`src/rtl/receiver_ash.sv`:
```
// Serial UART receiver: start, 8 data bits LSB first, even parity, stop.
// Reassembles each frame into a valid/ready holding register with parity, framing and overrun flags.
module receiver_ash #(
    parameter int CLKS_PER_BIT = 1
) (
    input  logic       clk,
    input  logic       reset,
    input  logic       RXD,
    output logic [7:0] rx_data,
    output logic       rx_valid,
    input  logic       rx_ready,
    output logic       parity_err,
    output logic       frame_err,
    output logic       overrun,
    output logic       busy
);

    localparam int HALF = (CLKS_PER_BIT - 1) / 2;
    localparam int CW   = (CLKS_PER_BIT > 1) ? $clog2(CLKS_PER_BIT) : 1;
    localparam logic [CW-1:0] CNT_LAST = CW'(CLKS_PER_BIT - 1);
    localparam logic [CW-1:0] CNT_HALF = CW'(HALF);

    typedef enum logic [2:0] {
        IDLE      = 3'd0,
        START     = 3'd1,
        DATA      = 3'd2,
        PARITY    = 3'd3,
        STOP      = 3'd4,
        WAIT_IDLE = 3'd5
    } state_t;

    state_t        state, state_n;
    logic [CW-1:0] cnt, cnt_n;
    logic [2:0]    bit_index, bit_index_n;
    logic [7:0]    shift, shift_n;
    logic          par_s, par_s_n;
    logic          done;
    logic          pe;
    logic          fe;
    logic          sample;
    logic          pop;

    assign sample = (cnt == CNT_LAST);
    assign pop    = rx_valid && rx_ready;
    assign busy   = (state != IDLE);

    always_comb begin
        // NOTE: every combinational output gets a default first, so no path can infer a latch.
        state_n     = state;
        cnt_n       = cnt;
        bit_index_n = bit_index;
        shift_n     = shift;
        par_s_n     = par_s;
        done        = 1'b0;
        pe          = (par_s != ^shift);
        fe          = ~RXD;

        case (state)
            IDLE: begin
                if (!RXD) begin
                    if (HALF == 0) begin
                        state_n     = DATA;
                        cnt_n       = '0;
                        bit_index_n = 3'd0;
                    end else begin
                        state_n = START;
                        cnt_n   = CW'(1);
                    end
                end
            end
            START: begin
                if (cnt == CNT_HALF) begin
                    if (!RXD) begin
                        state_n     = DATA;
                        cnt_n       = '0;
                        bit_index_n = 3'd0;
                    end else begin
                        state_n = IDLE;
                    end
                end else begin
                    cnt_n = cnt + CW'(1);
                end
            end
            DATA: begin
                if (sample) begin
                    shift_n[bit_index] = RXD;
                    cnt_n              = '0;
                    if (bit_index == 3'd7) state_n = PARITY;
                    else                   bit_index_n = bit_index + 3'd1;
                end else begin
                    cnt_n = cnt + CW'(1);
                end
            end
            PARITY: begin
                if (sample) begin
                    par_s_n = RXD;
                    cnt_n   = '0;
                    state_n = STOP;
                end else begin
                    cnt_n = cnt + CW'(1);
                end
            end
            STOP: begin
                if (sample) begin
                    done    = 1'b1;
                    cnt_n   = '0;
                    // A low stop bit must not be mistaken for the next start bit.
                    state_n = RXD ? IDLE : WAIT_IDLE;
                end else begin
                    cnt_n = cnt + CW'(1);
                end
            end
            WAIT_IDLE: begin
                if (RXD) state_n = IDLE;
            end
            default: state_n = IDLE;
        endcase
    end

    // NOTE: sequential state uses non-blocking assignments so every register updates from pre-edge values.
    always_ff @(posedge clk or negedge reset) begin
        if (!reset) begin
            state     <= IDLE;
            cnt       <= '0;
            bit_index <= 3'd0;
            shift     <= 8'h00;
            par_s     <= 1'b0;
        end else begin
            state     <= state_n;
            cnt       <= cnt_n;
            bit_index <= bit_index_n;
            shift     <= shift_n;
            par_s     <= par_s_n;
        end
    end

    // A completing frame wins over a pop: a same-edge pop frees the slot for the new byte.
    always_ff @(posedge clk or negedge reset) begin
        if (!reset) begin
            rx_data    <= 8'h00;
            rx_valid   <= 1'b0;
            parity_err <= 1'b0;
            frame_err  <= 1'b0;
            overrun    <= 1'b0;
        end else if (done) begin
            if (!rx_valid || rx_ready) begin
                rx_data    <= shift;
                parity_err <= pe;
                frame_err  <= fe;
                overrun    <= 1'b0;
                rx_valid   <= 1'b1;
            end else begin
                overrun <= 1'b1;
            end
        end else if (pop) begin
            rx_valid <= 1'b0;
            overrun  <= 1'b0;
        end
    end

endmodule

```
`config.mk`:
```
export PLATFORM = sky130hd
export DESIGN_NAME = receiver_ash
export DESIGN_NICKNAME = d
export VERILOG_FILES = /design/src/rtl/receiver_ash.sv
export SDC_FILE = /design/constraint.sdc
export NUM_CORES = 1
export LEC_CHECK = 0
export ABC_AREA = 1
export BUFFER_PORTS_ARGS = -buffer_cell sky130_fd_sc_hd__buf_2
export CAP_MARGIN = 15
export CELL_PAD_IN_SITES_DETAIL_PLACEMENT = 1
export CELL_PAD_IN_SITES_GLOBAL_PLACEMENT = 2
export CORE_MARGIN = 2
export CORE_UTILIZATION = 38
export CTS_BUF_LIST = sky130_fd_sc_hd__clkbuf_8
export DETAILED_ROUTE_END_ITERATION = 10
export PLACE_DENSITY = 0.89
export SLEW_MARGIN = 0
export SYNTH_ARGS = -nofsm -noshare
export SYNTH_HDL_FRONTEND = slang
export SYNTH_SLANG_ARGS = --single-unit
```
`constraint.sdc`:
```
create_clock -name clk -period 4.2 [get_ports clk]
set_clock_uncertainty 0.05 [all_clocks]
set_input_delay 0 -clock clk [delete_from_list [all_inputs] [get_ports clk]]
set_output_delay 0 -clock clk [all_outputs]
set_load 0.02 [all_outputs]
```
Word level (Yosys, flattened, before mapping) --
Index checks and enable logic that the tools add are counted.
Cells by class: mux-type cells 28, add/subtract/negate cells 2, equal/unequal tests 16, reduce and logical (&&, ||, !) cells 18, order comparisons 2, bitwise logic cells 2
Operator list (number):
- $mux W3 | 12
- $pmux W3 S6 | 1
- $ne A2 B2 Y1 const B | 8
- $mux W1 | 10
- $reduce_and A2 Y1 | 5
- $eq A3 B3 Y1 const B | 3
- $pmux W3 S3 | 1
- $bwmux W8 | 1
- $reduce_xor A8 Y1 | 1
- $reduce_and A7 Y1 | 1
- $eq A3 B2 Y1 const B | 2
- $reduce_bool A3 Y1 | 2
- $lt A3 B4 Y1 const B | 1
- $reduce_and A4 Y1 | 1
- $reduce_bool A2 Y1 | 2
- $reduce_or A4 Y1 | 1
- $add A3 B1 Y3 const B | 1
- $demux W1 S3 | 1
- $eq A3 B1 Y1 const B | 1
- $ge A3 B1 Y1 const B | 1
- $logic_not A3 Y1 | 1
- $logic_and A1 B1 Y1 | 2
- $mux W2 | 1
- $ne A2 B1 Y1 const B | 1
- other kinds (6) | 7
Word-level totals: register bits 28, word-level logic and storage cells 78, output and inout bits 13, input bits 4

Logic depth before layout (Yosys ltp) --
depth in word-level cells 5, mapped depth 10, depth with buffers taken out 10

Worst setup path before layout --
Ideal clock, no wire load.
path type register to register, start register bit_index[0], end register bit_index[1], path buffers 0, period minus slack after synthesis 1.462 ns, required time 4.067 ns, arrival 1.329 ns, slack 2.738 ns, cell stages (with the launch flop) 8, library setup time 0.083 ns, cells stage by stage dfrtp_1 > ha_1 > ha_1 > inv_1 > nor2_2 > nor3_2 > nand3_1 > o21ai_0
Between the ends: longest elaborated chain between the ends 4, elaborated cells on any way between the ends 7, classes of those cells add/sub: 1; eq/ne: 2; mux: 3; reduce/logical: 1
RTL lines:
- start: declaration | RTL line 34 | logic [2:0] bit_index, bit_index_n;
- start signal: assignment | RTL line 131 | bit_index <= bit_index_n;
- $add A3 B1 Y3 | RTL line 89 | else bit_index_n = bit_index + 3'd1;
- $mux W3 | RTL line 88 | if (bit_index == 3'd7) state_n = PARITY;
- $mux W3 | RTL line 85 | if (sample) begin
- $pmux W3 S3 | RTL line 58 | case (state)
Several ways; a longest one is shown, not always the timed one. The select of a mux whose other input is x is not followed. A chain may end at the register's enable or synchronous reset.

Final worst setup path --
start register bit_index[0], end register bit_index[2]
The elaborated chain is that of the path after synthesis.

==> results.md <==
| Parameter | This run | Unit |
| --- | --- | --- |
| Overall die area | 4018 | um2 |
| Min setup slack post-route | 2560 | ps |
| Post-Syn Area | 1340 | um2 |
| Syn Inst Count | 159 | - |
| Fraction of synthesized cell area taken by the top area cell type | 50.42 | % |
| Crit-path slowest cell | sky130_fd_sc_hd__dfrtp_1 | - |
| Die extent in x | 63.39 | um |
| Remaining routing DRC violations | 0 | - |
| Clock net sink count | 27 | - |
| Number of endpoints failing setup at the final stage | 0 | - |
| Status | finished, final reports clean | - |
| Area taken by flip-flops and latches | 675.6 | um2 |
| Maximum number of pins on one net before global-route repair | 28 | - |
| Number of rows created at floorplan | 21 | - |
| Antenna violations before repair | 0 | - |
| Maximum buffer depth of the clock tree | 2 | - |
| Leading area contributor after synthesis | sky130_fd_sc_hd__dfrtp_1 | - |
| Peak fanout along the critical path | 8 | - |
| Crit Path Category | flip-flop to flip-flop | - |
| Die boundary height | 63.39 | um |
| Worst-case register-to-register setup slack | 2560 | ps |
| Placer congestion estimate | 0.7922 | - |
| Final max-slew violation count | 0 | - |
| Wirelength, routed | 2.913 | mm |
| FF-to-FF path depth | 7 | - |
| Transition time at the pin with the least slew margin | 592.1 | ps |
| 1st-iter DRT viols | 25 | - |
| Wire length of the first global-routing pass | 5.402 | mm |
| Largest voltage drop on the vdd net | 0.0002629 | V |
| Arrival time at the worst endpoint | 1790 | ps |
| Combined area of the multi-input logic cells | 561.8 | um2 |
| Post-DRT Antenna Nets | 0 | - |
| Placeable Area | 3363 | um2 |
| Master cell of the clock root buffer | sky130_fd_sc_hd__clkbuf_8 | - |
| Clk_lat worst skew | 270 | ps |
| Max-capacitance violation count | 0 | - |
| TritonCTS clock tree | built | - |
| Synth-to-layout area growth | 14.47 | % |
| Count of antenna diodes in the layout | 0 | - |
| Leakage power figure | 0.7733 | nW |
| Predominant post-synthesis flop cell | sky130_fd_sc_hd__dfrtp_1 | - |
| Crit share post-route | 39.06 | % |
| Part of the Yosys area used for sequential elements | 50.42 | % |
| Unrepaired setup endpoints after global routing | no | - |
| Worst-path cell chain | ha_1, ha_1, inv_1, nor2_2, nor3_2, nand3_1, o21ai_0 | - |
| Fraction of layout instances using a drive strength above 1 | 21.11 | % |
| Power Density | 774.1 | nW/um2 |
| Residual overflow from global routing | 0 | - |
| Most common library cells after synthesis | sky130_fd_sc_hd__nand2_1, sky130_fd_sc_hd__dfrtp_1, sky130_fd_sc_hd__inv_1, sky130_fd_sc_hd__nor2_1 | - |
| Most used standard cell by instance count after synthesis | sky130_fd_sc_hd__nand2_1 | - |
| Number of nets in the final layout | 187 | - |
| Tightest Hold Check Type | primary input to asynchronous set/reset pin | - |
| Number of I/O port buffers | 16 | - |
| Final setup TNS | 0 | ps |
| Tot GR Track Use | 17.19 | % |
| Fmax | 0.6096 | GHz |
| Number of iterations in the first detailed-routing pass | 4 | - |
| Post-CTS Setup Bufs | 0 | - |
| Cell occurring most often along the worst timing path | sky130_fd_sc_hd__ha_1 | - |
| Clock buffers created by TritonCTS | 3 | - |
| Number of warnings printed during yosys synthesis | 0 | - |
| Delay-heaviest family, CP | flip-flops | - |
| Routed vias/inst | 4.938 | - |
| Fillers | 440 | - |
| Number of enable flip-flop cells after synthesis | 0 | - |
| Main area contributors after synthesis | sky130_fd_sc_hd__dfrtp_1, sky130_fd_sc_hd__nand2_1, sky130_fd_sc_hd__o21ai_2, sky130_fd_sc_hd__inv_1, sky130_fd_sc_hd__nand3_1 | - |
| Crit path time final | 1640 | ps |
| Number of unique standard cell types used by synthesis | 23 | - |
| Final hold viol count | 0 | - |
| Required time of the critical path | 4350 | ps |
| Avg Cell Area, Syn | 8.428 | um2 |
| Slowest cell delay on critical path | 480 | ps |
| # H-tree levels | 1 | - |
| Nature of the critical path endpoint | flip-flop | - |
| Net count after synthesis | 165 | - |
| Clock slew seen by the registers of the worst setup and hold paths | 90 | ps |
| Setup Slack @ Placement | 2585 | ps |
| Synthesis-stage register bit count | 27 | - |
| Worst slew slack as a fraction of its limit | 60.52 | % |
| Number of global-route vias before repair | 1,201 | - |
| Half-perimeter wire length after detailed placement | 2.245 | mm |
| Total via count after detailed routing | 1,116 | - |
| Worst reg2reg path startpoint | bit_index[0] | - |
| Routed wire length per instance | 12.89 | um |
| Count of buffer and inverter cells on the critical path | 1 | - |
| Fraction of synthesis flops using an asynchronous set or reset pin | 100.0 | % |
| FF-to-FF End | bit_index[2] | - |
| Kind of start point of the critical path | flip-flop | - |
| Number of I/O pins | 17 | - |
| Starting density of the core | 39.84 | % |
## power breakdown
group	internal [mW]	switching, mW
Combinational	0.190	0.390
Clock	0.0657	0.0819
Sequential	0.371	0.0887
Total	0.627	0.561
## logic make-up after synthesis
kind of cell / after synthesis / synth area share [%]
buffers and inverters: 23 / 7.657
AOI/OAI and AO/OA: 29 / 13.91
adders and majority gates: 2 / 1.867
DFF: 27 / 50.42
xor gates and xnor gates: 1 / 0.6537
and+or+nand+nor: 77 / 25.49
## layout make-up
type | count | area share, %
repair buffers | 19 | 7.178
clock buffers | 3 | 2.692
well taps | 46 | 3.752
flip-flops and latches | 27 | 44.05
clock inverters | 1 | 0.2447
multi-input cells | 109 | 36.62
inverters | 21 | 5.465
## sequential cells by signal, indices dropped and copies added, names as in the netlist
register and cells:
state 3, shift 8, frame_err 1, parity_err 1, overrun 1, par_s 1, rx_valid 1, rx_data 8
bit_index 3
## layout by cell type, fill, tap and decap left out, types with 2 or more instances in the layout
| cell type | netlist | final |
|---|---|---|
| sky130_fd_sc_hd__dlygate4sd3_1 | 0 | 3 |
| sky130_fd_sc_hd__dfrtp_1 | 27 | 27 |
| sky130_fd_sc_hd__clkbuf_8 | 0 | 3 |
| sky130_fd_sc_hd__o21ai_2 | 8 | 8 |
| sky130_fd_sc_hd__nand2_1 | 46 | 46 |
| sky130_fd_sc_hd__nor2_1 | 13 | 13 |
| sky130_fd_sc_hd__a21oi_1 | 5 | 5 |
| sky130_fd_sc_hd__nor2_2 | 2 | 2 |
| sky130_fd_sc_hd__ha_1 | 2 | 2 |
| sky130_fd_sc_hd__inv_1 | 17 | 18 |
| sky130_fd_sc_hd__a31oi_1 | 4 | 4 |
| sky130_fd_sc_hd__o21ai_0 | 10 | 10 |
| sky130_fd_sc_hd__nand3_1 | 10 | 10 |
| sky130_fd_sc_hd__buf_2 | 0 | 16 |
| sky130_fd_sc_hd__inv_2 | 3 | 3 |
| sky130_fd_sc_hd__nand2_2 | 2 | 2 |
## worst max-delay path by stage
stage	end	slack [ps]	from	cells after the start
after floorplan	bit_index[1]	2740	bit_index[0]	7
after global placement	bit_index[1]	2660	bit_index[0]	7
after detailed placement	bit_index[2]	2580	bit_index[0]	7
after CTS	bit_index[2]	2560	bit_index[0]	7
after global routing	bit_index[1]	2360	bit_index[0]	7
final	bit_index[2]	2560	bit_index[0]	7
## worst register-to-register path: stages, from the launching register on
cell,delay [ps]
sky130_fd_sc_hd__dfrtp_1,480
sky130_fd_sc_hd__ha_1,240
sky130_fd_sc_hd__ha_1,190
sky130_fd_sc_hd__inv_1,70
sky130_fd_sc_hd__nor2_2,40
sky130_fd_sc_hd__nor3_2,290
sky130_fd_sc_hd__nand3_1,120
sky130_fd_sc_hd__o21ai_0,100
## metrics by stage
stage | area [um2] | hold WS, ps | total power [mW] | utilization [%] | std cells
6_report | 1534 | 203.9 | 1.187 | 45.61 | 226
5_1_grt | 1534 | 271.4 | 1.303 | 45.61 | 226
4_1_cts | 1534 | 228.3 | 1.203 | 45.61 | 226
3_5_place_dp | 1459 | -10.24 | 1.049 | 43.38 | 219
3_3_place_gp | 1459 | -15.88 | 1.001 | 43.38 | 219
2_1_floorplan | 1340 | -345.6 | 0.8846 | - | 159
## what timing repair did
action,CTS,global route
gates resized for setup,0,0
hold buffers,3,0
hold endpoints to repair,30,0
## per-layer routing
metal / track usage, % / up-vias / wire length [um]
met5: 0 / - / 0
met4: 7.337 / 0 / 55
met3: 2.679 / 5 / 71
met2: 30.92 / 15 / 1481
met1: 20.14 / 540 / 1304
li1: - / 556 / -
No activity file was read; power rests on OpenSTA's default activity.
